==> config.mk <==
export PLATFORM = sky130hd
export DESIGN_NAME = n_clic_vec
export DESIGN_NICKNAME = d
export VERILOG_FILES = /design/src/rtl/n_clic_vec.sv
export SDC_FILE = /design/constraint.sdc
export NUM_CORES = 1
export LEC_CHECK = 0
export BUFFER_PORTS_ARGS = -buffer_cell sky130_fd_sc_hd__buf_4
export CAP_MARGIN = 0
export CORE_ASPECT_RATIO = 1.1
export CORE_MARGIN = 8
export CORE_UTILIZATION = 60
export CTS_CLUSTER_DIAMETER = 30
export DETAILED_ROUTE_END_ITERATION = 6
export HOLD_SLACK_MARGIN = 0.06
export PLACE_DENSITY = 0.78
export SLEW_MARGIN = 40
export SYNTH_ARGS = -nofsm -noshare
export SYNTH_HDL_FRONTEND = slang
export SYNTH_SLANG_ARGS = --single-unit
==> constraint.sdc <==
create_clock -name clk -period 15.05 [get_ports clk]
set_input_delay 3.01 -clock clk [delete_from_list [all_inputs] [get_ports clk]]
set_output_delay 3.01 -clock clk [all_outputs]
set_load 0.02 [all_outputs]
==> src/rtl/n_clic_vec.sv <==
// Vectored interrupt controller: per-vector config/handler CSRs, priority arbitration,
// and a level stack for nested interrupts.

typedef enum logic [2:0] {
    CsrRw  = 3'd1,
    CsrRs  = 3'd2,
    CsrRc  = 3'd3,
    CsrRwi = 3'd5,
    CsrRsi = 3'd6,
    CsrRci = 3'd7
} csr_op_t;

typedef enum logic {
    PcNormal    = 1'b0,
    PcInterrupt = 1'b1
} pc_interrupt_mux_t;

localparam int unsigned IMemAddrWidth = 32;

module n_clic_vec #(
    parameter int unsigned VecLen     = 8,
    parameter int unsigned PrioLevels = 8,
    parameter logic [11:0] CsrBase    = 12'hB00,
    parameter int unsigned AddrWidth  = IMemAddrWidth,
    localparam int unsigned PrioWidth = $clog2(PrioLevels)
) (
    input  logic                     clk,
    input  logic                     reset,
    input  logic                     csr_enable,
    input  logic [11:0]              csr_addr,
    input  csr_op_t                  csr_op,
    input  logic [4:0]               rs1_zimm,
    input  logic [31:0]              rs1_data,
    input  logic [AddrWidth-1:0]     pc_in,
    input  logic [VecLen-1:0]        ext_irq,
    input  logic                     ret_in,
    output logic [31:0]              csr_out,
    output logic [AddrWidth-1:0]     int_addr,
    output pc_interrupt_mux_t        pc_interrupt_sel,
    output logic                     interrupt_out,
    output logic [PrioWidth-1:0]     level_out,
    output logic                     stack_err
);
    localparam int unsigned IdxW = (VecLen > 1) ? $clog2(VecLen) : 1;
    localparam int unsigned StkW = $clog2(PrioLevels);

    logic [VecLen-1:0]    pending_q, pending_d, enable_q;
    logic [PrioWidth-1:0] prio_q [VecLen];
    logic [AddrWidth-1:0] vec_q [VecLen];
    logic [PrioWidth-1:0] cur_level_q;
    logic [PrioWidth-1:0] stack_q [PrioLevels];
    logic [StkW-1:0]      sp_q, sp_top;
    logic                 stack_err_q;

    logic [VecLen-1:0]    cfg_hit, vec_hit;
    logic [31:0]          rdata, operand, wdata;
    logic                 wr_en;
    logic                 found, take;
    logic [IdxW-1:0]      win_idx;
    logic [PrioWidth-1:0] win_prio;

    // The return address is saved outside this block, strobed by interrupt_out.
    logic unused_pc;
    assign unused_pc = ^pc_in;

    always_comb begin
        cfg_hit = '0;
        vec_hit = '0;
        rdata   = '0;
        for (int i = 0; i < VecLen; i++) begin
            cfg_hit[i] = (csr_addr == 12'(CsrBase + i));
            vec_hit[i] = (csr_addr == 12'(CsrBase + VecLen + i));
            if (cfg_hit[i]) rdata |= 32'({prio_q[i], enable_q[i], pending_q[i]});
            if (vec_hit[i]) rdata |= 32'(vec_q[i]);
        end
    end

    always_comb begin
        operand = csr_op[2] ? {27'b0, rs1_zimm} : rs1_data;
        wr_en   = 1'b0;
        wdata   = rdata;
        if (csr_enable) begin
            case (csr_op)
                CsrRw, CsrRwi: begin
                    wr_en = 1'b1;
                    wdata = operand;
                end
                CsrRs, CsrRsi: begin
                    wr_en = |operand;
                    wdata = rdata | operand;
                end
                CsrRc, CsrRci: begin
                    wr_en = |operand;
                    wdata = rdata & ~operand;
                end
                default: ;
            endcase
        end
    end

    // Descending scan with >= leaves the lowest index on a priority tie.
    always_comb begin
        found    = 1'b0;
        win_idx  = '0;
        win_prio = '0;
        for (int i = int'(VecLen) - 1; i >= 0; i--) begin
            if (pending_q[i] && enable_q[i] && (prio_q[i] > cur_level_q) &&
                (!found || prio_q[i] >= win_prio)) begin
                found    = 1'b1;
                win_idx  = IdxW'(i);
                win_prio = prio_q[i];
            end
        end
    end

    assign take = found && !ret_in;

    // Order matters: take-clear, then CSR write, then external set wins over both.
    always_comb begin
        pending_d = pending_q;
        if (take) pending_d[win_idx] = 1'b0;
        for (int i = 0; i < VecLen; i++) begin
            if (wr_en && cfg_hit[i]) pending_d[i] = wdata[0];
        end
        pending_d = pending_d | ext_irq;
    end

    assign sp_top = sp_q - 1'b1;

    always_ff @(posedge clk or negedge reset) begin
        if (!reset) begin
            pending_q   <= '0;
            enable_q    <= '0;
            cur_level_q <= '0;
            sp_q        <= '0;
            stack_err_q <= 1'b0;
            for (int i = 0; i < VecLen; i++) begin
                prio_q[i] <= '0;
                vec_q[i]  <= '0;
            end
            for (int i = 0; i < PrioLevels; i++) begin
                stack_q[i] <= '0;
            end
        end else begin
            pending_q <= pending_d;
            for (int i = 0; i < VecLen; i++) begin
                if (wr_en && cfg_hit[i]) begin
                    enable_q[i] <= wdata[1];
                    prio_q[i]   <= wdata[PrioWidth+1:2];
                end
                if (wr_en && vec_hit[i]) vec_q[i] <= wdata[AddrWidth-1:0];
            end
            if (take) begin
                stack_q[sp_q] <= cur_level_q;
                sp_q          <= sp_q + 1'b1;
                cur_level_q   <= win_prio;
            end else if (ret_in) begin
                if (sp_q == '0) begin
                    stack_err_q <= 1'b1;
                end else begin
                    cur_level_q <= stack_q[sp_top];
                    sp_q        <= sp_top;
                end
            end
        end
    end

    assign csr_out          = rdata;
    assign interrupt_out    = take;
    assign pc_interrupt_sel = take ? PcInterrupt : PcNormal;
    assign int_addr         = take ? vec_q[win_idx] : '0;
    assign level_out        = take ? win_prio : cur_level_q;
    assign stack_err        = stack_err_q;

endmodule

; Yosys cells after proc, flatten, opt, wreduce, memory -nomap -nowiden
; Cells that the tools add are included.
[op_classes]
mux = 74
reduce_logical = 66
n_addsub = 2
eq_ne = 23
n_bitwise = 25
order_cmp = 21
[ops]
columns = operator, n
row1 = 32-bit two-way mux, 20
row2 = 32-bit OR, 8
row3 = 32-bit by 5-bit OR with 32-bit output, 7
row4 = "12-bit == test, second input constant", 16
row5 = 32-bit binary-select mux with 3-bit select, 1
row6 = 32-bit one-hot mux with 3 select lines, 1
row7 = 3-bit two-way mux, 26
row8 = 1-bit logical AND, 42
row9 = 32-bit AND, 1
row10 = 32-bit inverter, 1
row11 = 5-bit by 32-bit OR with 32-bit output, 1
row12 = 32-bit OR reduction, 1
row13 = 24-bit bitwise mux, 1
row14 = 3-bit > comparator, 8
row15 = 3-bit greater-or-equal comparator, 7
row16 = 1-bit two-way mux, 19
row17 = "4-bit greater-or-equal comparator, second input constant", 3
row18 = 3-bit inverter with 4-bit output, 3
row19 = 3-bit binary-select mux with 3-bit select, 1
row20 = 3-bit demux with 3-bit select, 1
row21 = "3-bit == test, second input constant", 3
row22 = 8-bit AND, 1
row23 = 1-bit zero test, 8
row24 = 8-bit two-way mux, 1
row25 = other kinds (21), 30
[word_totals]
in_bits = 96
regBits = 327
out_inout_bits = 70
elab_cells = 247

; Longest topological paths before layout
; Gate-level depths: netlist (run 1).
[logic_depth]
ltp_word = 40
ltp_mapped = 63
depth_no_buf = 58

; Worst setup path before layout (run 1)
; OpenSTA, ideal clock, no wires.
[synth_path]
path_type = register to output
startpoint = reg cur_level_q[1]
endpoint = out int_addr[10]
required_time_ns = 12.040
arrival_time_ns = 11.077
path_slack_ns = 0.963
n_path_buf = 4
stages_incl_launch_ff = 58
path_cell_list = dfrtp_1 -> inv_1 -> ha_1 -> nor2b_4 -> o311ai_4 -> nor3_1 -> ha_1 -> nand2b_1 -> a21o_1 -> a2111o_1 -> nand3_1 -> nand2_1 -> ha_1 -> nand2b_1 -> a21o_1 -> a21oi_1 -> a211oi_1 -> a31oi_1 -> [22 not listed] -> a21oi_1 -> a21oi_1 -> ha_1 -> a21o_1 -> a21oi_1 -> nor2_1 -> a31oi_4 -> o211ai_1 -> o21ai_0 -> ha_1 -> o21ai_0 -> a211oi_1 -> a311o_1 -> a311oi_4 -> buf_6 -> o21a_1 -> o211ai_1 -> nand2_1
[synth_between]
elab_chain_len = 36
word_cells_on_any_way = 73
classes_between = 15 x order compare / 27 x mux / 1 x bitwise / 30 x reduce/logical
[synth_rtl]
columns = element, line_no
row1 = from (decl), 50  ; logic [PrioWidth-1:0] cur_level_q;
row2 = from (signal assigned), 156  ; cur_level_q <= win_prio;
row3 = from (signal assigned), 161  ; cur_level_q <= stack_q[sp_top];
row4 = 3-bit > comparator, 107  ; if (pending_q[i] && enable_q[i] && (prio_q[i] > cur_level_q) &&
row5 = 1-bit logical AND, 107
row6 = 3-bit two-way mux / 1-bit two-way mux (equally long branches), 107
row7 = 3-bit greater-or-equal comparator / 1-bit zero test (equally long branches), 108  ; (!found || prio_q[i] >= win_prio)) begin
row8 = 1-bit logical OR, 108
row9 = 1-bit logical AND, 107
row10 = 3-bit two-way mux / 1-bit two-way mux (equally long branches), 107
row11 = 3-bit greater-or-equal comparator / 1-bit zero test (equally long branches), 108
row12 = [19 not listed], -
row13 = 3-bit greater-or-equal comparator / 1-bit zero test (equally long branches), 108
row14 = 1-bit logical OR, 108
row15 = 1-bit logical AND, 107
row16 = 3-bit two-way mux, 107
row17 = 3-bit inverter with 4-bit output (implied by the code), 171  ; assign int_addr = take ? vec_q[win_idx] : '0;
row18 = 32-bit binary-select mux with 3-bit select, 171
row19 = 32-bit two-way mux (implied by the code) (2 in series), 171
row20 = 32-bit two-way mux (*), 171
row21 = to (decl), 38  ; output logic [AddrWidth-1:0] int_addr,
; Every way passes the cells marked *; elsewhere a longest branch is shown, timed or not. The select of a mux whose other input is x is not followed.

; Final worst setup path (run 1)
[layout_path]
startpoint = reg cur_level_q[1]
endpoint = out int_addr[0]
; The elaborated chain is that of the path after synthesis.

==> results.md, run 1 <==
- Top cells by area, synth: dfrtp_1, o21ai_0, nand2_1
- Crit path buf inv count: 6
- Hold WC Path Type: flip-flop to flip-flop
- CP Launch Type: flip-flop
- Cell Area, Placed: just over 20000 µm²
- Cell taking the most area after synthesis: dfrtp_1
- Top cell type's share of synthesized area: between 40% and 50%
- R2r setup slk: 3940 ps
- Pwr/cell area: 116 nW/µm²
- Maximum vdd ir drop: between 100 and 150 µV
- Die width: 182 µm
- Status: finished clean
- Core area: between 30000 and 40000 µm²
- H-Tree Depth: 3
- Seq/Total Area, Yosys: around 45%
- Syn_nets: roughly 2100
- Post-DR wirelength/cell: about 26 µm
- Rows: 67
- Global route overflow: 0
- First-pass GRT wire length: roughly 100000 µm
- Sink Count: between 300 and 400
- Initial antenna violation count: 0
- Hold-fix buffers, CTS: 0
- Hold depth: 1
- Hold_sp: stack_err
- Synth Flop Type: dfrtp_1
- CP most frequent cell: ha_1
- Number of buffers created by CTS: between 70 and 80
- P_leak: between 9 and 10 nW
- DRC: 0
- Worst-skew pair later-pin latency: 570 ps
- Yosys cell types: 80
- Ys Warns: 0
- Max Root-Sink Buffers: 3
- Synth Area per Inst: between 9 and 10 µm²
- Kind of critical path: flip-flop to primary output
- Most frequent cells in the layout: nand2_1, dfrtp_1, o21ai_0, buf_4, a22oi_1
- Design Area, Final: ~23000 µm²
- Antenna cells: 0
- Clock-pin transition on the worst setup and hold timing paths: ~40 ps
- Slowest stage delay, CP: 430 ps
- CTS tree: done
- Die Height: around 200 µm
- ANT nets after route: 0
- CP Capture Type: primary output
- Reg2reg end: pending_q[4]
- Endpoints failing setup: 0
- Top delay family on crit path: compound AO/OA/AOI/OAI gates
- Synth Cell Area: about 18000 µm²
- Mapped Cells: just under 2000
- Detailed-route via count: between 15000 and 20000
- Area growth syn-to-layout: 26.9%
- Final non-filler cell total: between 2000 and 3000
- Hold Path Sink: stack_err
- Final Hold Vio Count: 0
- Pre-antenna DRT Iters: 6
- Yosys reg bits: between 300 and 400
- Crit Path Max Fanout: 10
- Port Buf Inserts: roughly 130
- Tmin final: 14700 ps
- Initial drt markers: between 2000 and 2500
- FFs w/ async S/R, synth: between 90% and 100%
- Share of layout cells above drive strength 1: around 22%
- Worst reg2reg path startpoint: cur_level_q[1]
- Post-synth EDFFs: 0
- Root Buffer Master: clkbuf_16
- Critical Path RT: between 10000 and 15000 ps
- Largest net degree at the start of global routing: 85
- DR vias/cell: between 6 and 7
- RD Place Congestion: 0.992
- Placed cells: 2459
- Slew Limit Fails: 0
- Worst Path Arrival: ~12000 ps
- FMAX: 68.0 MHz
- Commonest non-fill, non-tap cell in the layout: nand2_1
- Ports: about 170
- R2r worst-path depth: slightly above 60
- Worst Tran Pin Value: between 800 and 900 ps
- Starting density of the core: between 60% and 70%
- Fin nets: approximately 2300
- CP max stage cell: dfrtp_2
- Crit share post-route: between 90% and 100%
- All-layer global routing usage: 36.7%
- Relative slew slack: roughly two fifths
- Die area: 36200 µm²
- Number of global-route vias before repair: between 15000 and 20000
- Worst clock skew: around 21 ps
- Filler cells: 1985
- Final wirelength: between 60000 and 70000 µm
- Post-DP HPWL: ~41000 µm
- Max Cap Viol: 0
-- cell usage after synthesis (all sizes together), types with 7 or more instances --
master,count
o211ai,42
and3,8
buf,39
o2111ai,47
ha,48
mux2i,10
nor3,9
clkbuf,104
a31oi,16
and2,8
nand3,13
o31ai,8
a21o,9
inv,21
xnor2,29
o22ai,12
o21ai,286
nand4,16
nand2,340
nor4,9
mux2,21
a211oi,8
o21bai,25
a22o,7
nand2b,66
nor2b,8
o21a,34
a22oi,120
nor2,78
dfrtp,327
o22a,67
a21oi,85
-- worst max path at each step --
| stage | from | slack [ps] | endpoint | depth (start not counted) |
|---|---|---|---|---|
| after global placement | cur_level_q[1] | 550 | int_addr[8] | 60 |
| after detailed placement | cur_level_q[2] | 210 | int_addr[24] | 59 |
| final | cur_level_q[1] | 350 | int_addr[0] | 60 |
| after floorplan | cur_level_q[1] | 960 | int_addr[10] | 57 |
| after CTS | cur_level_q[1] | 60 | int_addr[24] | 61 |
| after global routing | cur_level_q[1] | -150 | int_addr[29] | 59 |
-- per-stage QoR --
stage	setup slack (ps)	setup TNS, ps	hold slack [ps]	power [mW]	utilization, %
detailed placement	214	0	457	1.12	67.2
CTS	58.3	0	471	2.68	76.0
finish	351	0	462	2.69	76.7
floorplan	963	0	445	1.03	-
global route	-146	-3140	496	2.76	76.7
global placement	545	0	451	1.11	67.0
-- layer usage --
metal | up-vias | track usage (%) | share of wire [%]
li1 | 7800 | - | -
met1 | 8779 | 43.5 | 36
met2 | 1328 | 58.7 | 46
met5 | - | 0 | 0
met3 | 359 | 9.26 | 11
met4 | 0 | 24.7 | 7.0
-- what timing repair did --
item | in CTS | in global routing
pin swaps | 3 | 9
gates resized for setup | 8 | 23
buffers inserted | 25 | 8
gates cloned | 1 | 1
setup endpoints to repair | 34 | 35
-- sequential cells by signal, indices dropped and copies added (netlist names) --
| name | cells |
|---|---|
| sp_q | 3 |
| stack_err | 1 |
| vec_q | 256 |
| prio_q | 24 |
| pending_q | 8 |
| enable_q | 8 |
| cur_level_q | 3 |
| stack_q | 24 |
-- power by group --
group	total, mW	internal (mW)	leakage [nW]	switching [mW]
registers	0.911	0.891	4.51	0.0207
clock network	1.57	1.06	1.19	0.510
logic	0.209	0.0800	4.30	0.129
total	2.69	2.03	10.0	0.659
-- final cells by class --
class,instances,area (µm²),share of cell area (%)
tap,379,474,2.05
timing repair buffer,271,2430,10.5
inverter,21,81.3,0.352
multi-input combinational,1497,9540,41.2
clock inverter,33,424,1.83
sequential,327,8180,35.4
clock buffer,94,2010,8.67
-- cell families after synthesis --
family	after synthesis	synth area share [%]
compound gates	806	29.7
simple gates	575	14.2
flops	327	44.9
buf+inv	164	3.84
fa+ha+maj	48	3.29
mux	37	2.59
xor+xnor	31	1.49
(Power assumes the default switching activity.)
==> run 2: changes to the inputs <==
Settings changed: CORE_UTILIZATION 60 to 40, PLACE_DENSITY 0.78 to 0.55.
==> run 2 against run 1 <==
Sequential share of layout area down 1.4 points. Cell count up 8.7%. Die area up 45%. Critical path type unchanged. Critical endpoint is now int_addr[13]. Largest cell class unchanged.
==> results.md, run 2 (synthesis results as in run 1) <==
- Status: finished clean
- End-of-flow core utilization: 53.2% (-23 points)
- RD Place Congestion: 0.849 (-14%)
- Initial drt markers: 1792 (-20%)
- Relative slew slack: 32.5% (-5.9 points)
- Slowest stage delay, CP: 450 ps (+20 ps)
- CP Capture Type: primary output
- Detailed-route via count: 17400 (-4.8%)
- Root Buffer Master: clkbuf_16
- Global route overflow: 0 (unchanged)
- Fin nets: 2334 (unchanged)
- Met3 routed WL: 5510 µm (-27%)
- CP most frequent cell: ha_1
- DRC: 0 (unchanged)
- Filler cells: 4103 (+110%)
- Sink Count: 327 (unchanged)
- Area growth syn-to-layout: 32.0%
- Final Hold Vio Count: 0 (unchanged)
- Max Cap Viol: 0 (unchanged)
- Die width: 220 µm (+21%)
- Tmin final: 14600 ps (-99.2 ps)
- Endpoints failing setup: 0 (unchanged)
- Worst clock skew: 18.1 ps (-2.71 ps)
- Pre-antenna DRT Iters: 6 (unchanged)
- All-layer global routing usage: 26.6% (-10 points)
- Max Root-Sink Buffers: 3 (unchanged)
- Share of layout cells above drive strength 1: 22.5% (+0.93 points)
- Max reg flops: 256 (unchanged)
- Design Area, Final: 24100 µm² (+4.0%)
- Critical Path RT: 12040 ps (about the same)
- Port Buf Inserts: 133 (unchanged)
- Slew Limit Fails: 0 (unchanged)
- Kind of critical path: flip-flop to primary output
- CP Launch Type: flip-flop
- Hold WC Path Type: flip-flop to flip-flop
- Core area: 45200 µm² (+50%)
- Post-DP HPWL: 45000 µm (+9.7%)
- Largest net degree at the start of global routing: 78 (-8.2%)
- Placed cells: 2667 (+8.5%)
- Crit Path Max Fanout: 18 (+8)
- Die Height: 240 µm (+21%)
- CP startpoint: cur_level_q[1]
- P_leak: 10.3 nW (+3.2%)
- Crit share post-route: 97.0% (-0.66 points)
- Worst-skew pair later-pin latency: 600 ps (+30 ps)
- First-pass GRT wire length: 107000 µm (+3.0%)
- Final wirelength: 71100 µm (+5.6%)
- Hold_sp: stack_err
- Biggest register: vec_q
- Hold Slack: 457 ps (-5.17 ps)
- Final non-filler cell total: 2850 (+8.7%)
- ANT nets after route: 0 (unchanged)
- Initial antenna violation count: 1 (+1)
- Die area: 52700 µm² (+45%)
- Number of buffers created by CTS: 84 (+17%)
- Most frequent cells in the layout: nand2_1, dfrtp_1, o21ai_0, buf_4, a22oi_1
- Worst reg2reg path startpoint: cur_level_q[1]
- Worst Tran Pin Value: 1000 ps (+106 ps)
- Maximum vdd ir drop: 87.4 µV (-31%)
- FMAX: 68.5 MHz (+0.68%)
- Rows: 82 (+22%)
- Post-DR wirelength/cell: 25.0 µm (-2.9%)
- Commonest non-fill, non-tap cell in the layout: nand2_1
- Number of global-route vias before repair: 17200 (-7.2%)
- CP max stage cell: a2111o_1
- Pwr/cell area: 128 nW/µm² (+10%)
- Highest Signal Layer: met4
- Cell Area, Placed: 20500 µm² (+1.3%)
- Clock-pin transition on the worst setup and hold timing paths: 40 ps (about the same)
- CTS tree: done
- Met1 wire length: 30100 µm (+24%)
- Biggest regs: vec_q x256, prio_q x24, stack_q x24
- WL met2: 32700 µm (+5.7%)
- DR vias/cell: 6.10 (-12%)
- Starting density of the core: 40.3% (-20 points)
- Worst Path Arrival: 11590 ps (-100 ps)
- Ports: 166 (unchanged)
- H-Tree Depth: 3 (unchanged)
==> run 2: area by class of cell <==
cell class                      count  area (µm²)  share of cell area (%)
Antenna cell                        1        2.50                  0.0104
Clock buffer                      119        2530                    10.5
Tap cell                          588         736                    3.06
Clock inverter                     38         594                    2.47
Multi-Input combinational cell   1497        9600                    39.9
Timing Repair Buffer              259        2340                    9.74
Inverter                           21        78.8                   0.328
Sequential cell                   327        8190                    34.0
==> run 2: routing by layer <==
metal  GRT usage (%)  up-vias
met3            4.81      179
li1                -     7815
met1            35.3     8597
met4            11.7        0
met2            42.2      790
met5               0        -
==> run 2: final timing paths <==
kind / slack (ps) / cells past startpoint / endpoint
max: 450 / 61 / int_addr[13]
min: 460 / 1 / stack_err
max reg2reg: 4170 / 60 / pending_q[2]
min reg2reg: 460 / 1 / stack_err
max in group asynchronous: 11000 / 3 / vec_q[128]
min in group asynchronous: 2380 / 1 / stack_q[3]
==> run 2: stage by stage <==
| stage | setup TNS [ps] | power (mW) | setup WS [ps] |
|---|---|---|---|
| 2_1_floorplan | 0 | 1.03 | 963 |
| 3_3_place_gp | 0 | 1.12 | 260 |
| 3_5_place_dp | 0 | 1.12 | 333 |
| 4_1_cts | 0 | 3.09 | 12.9 |
| 5_1_grt | -626 | 3.16 | -51.6 |
| 6_report | 0 | 3.08 | 450 |
==> run 2: repair_timing <==
action	CTS	global route
cloned	1	1
setup buffers	12	11
setup endpoints to repair	34	35
resized for setup	8	33
pin swaps	3	10
hold buffers	0	0
==> run 2: power by group <==
group | internal [mW] | switching, mW
clock network | 1.40 | 0.561
registers | 0.891 | 0.0198
logic | 0.0780 | 0.129
total | 2.37 | 0.710
==> run 2: worst max-delay path, delay by kind of cell, from the launching register on <==
kind | cells | cell delay (ps)
compound gates | 27 | 4680
fa+ha+maj | 8 | 2160
buf+inv | 9 | 1410
flops | 1 | 420
simple gates | 17 | 2310
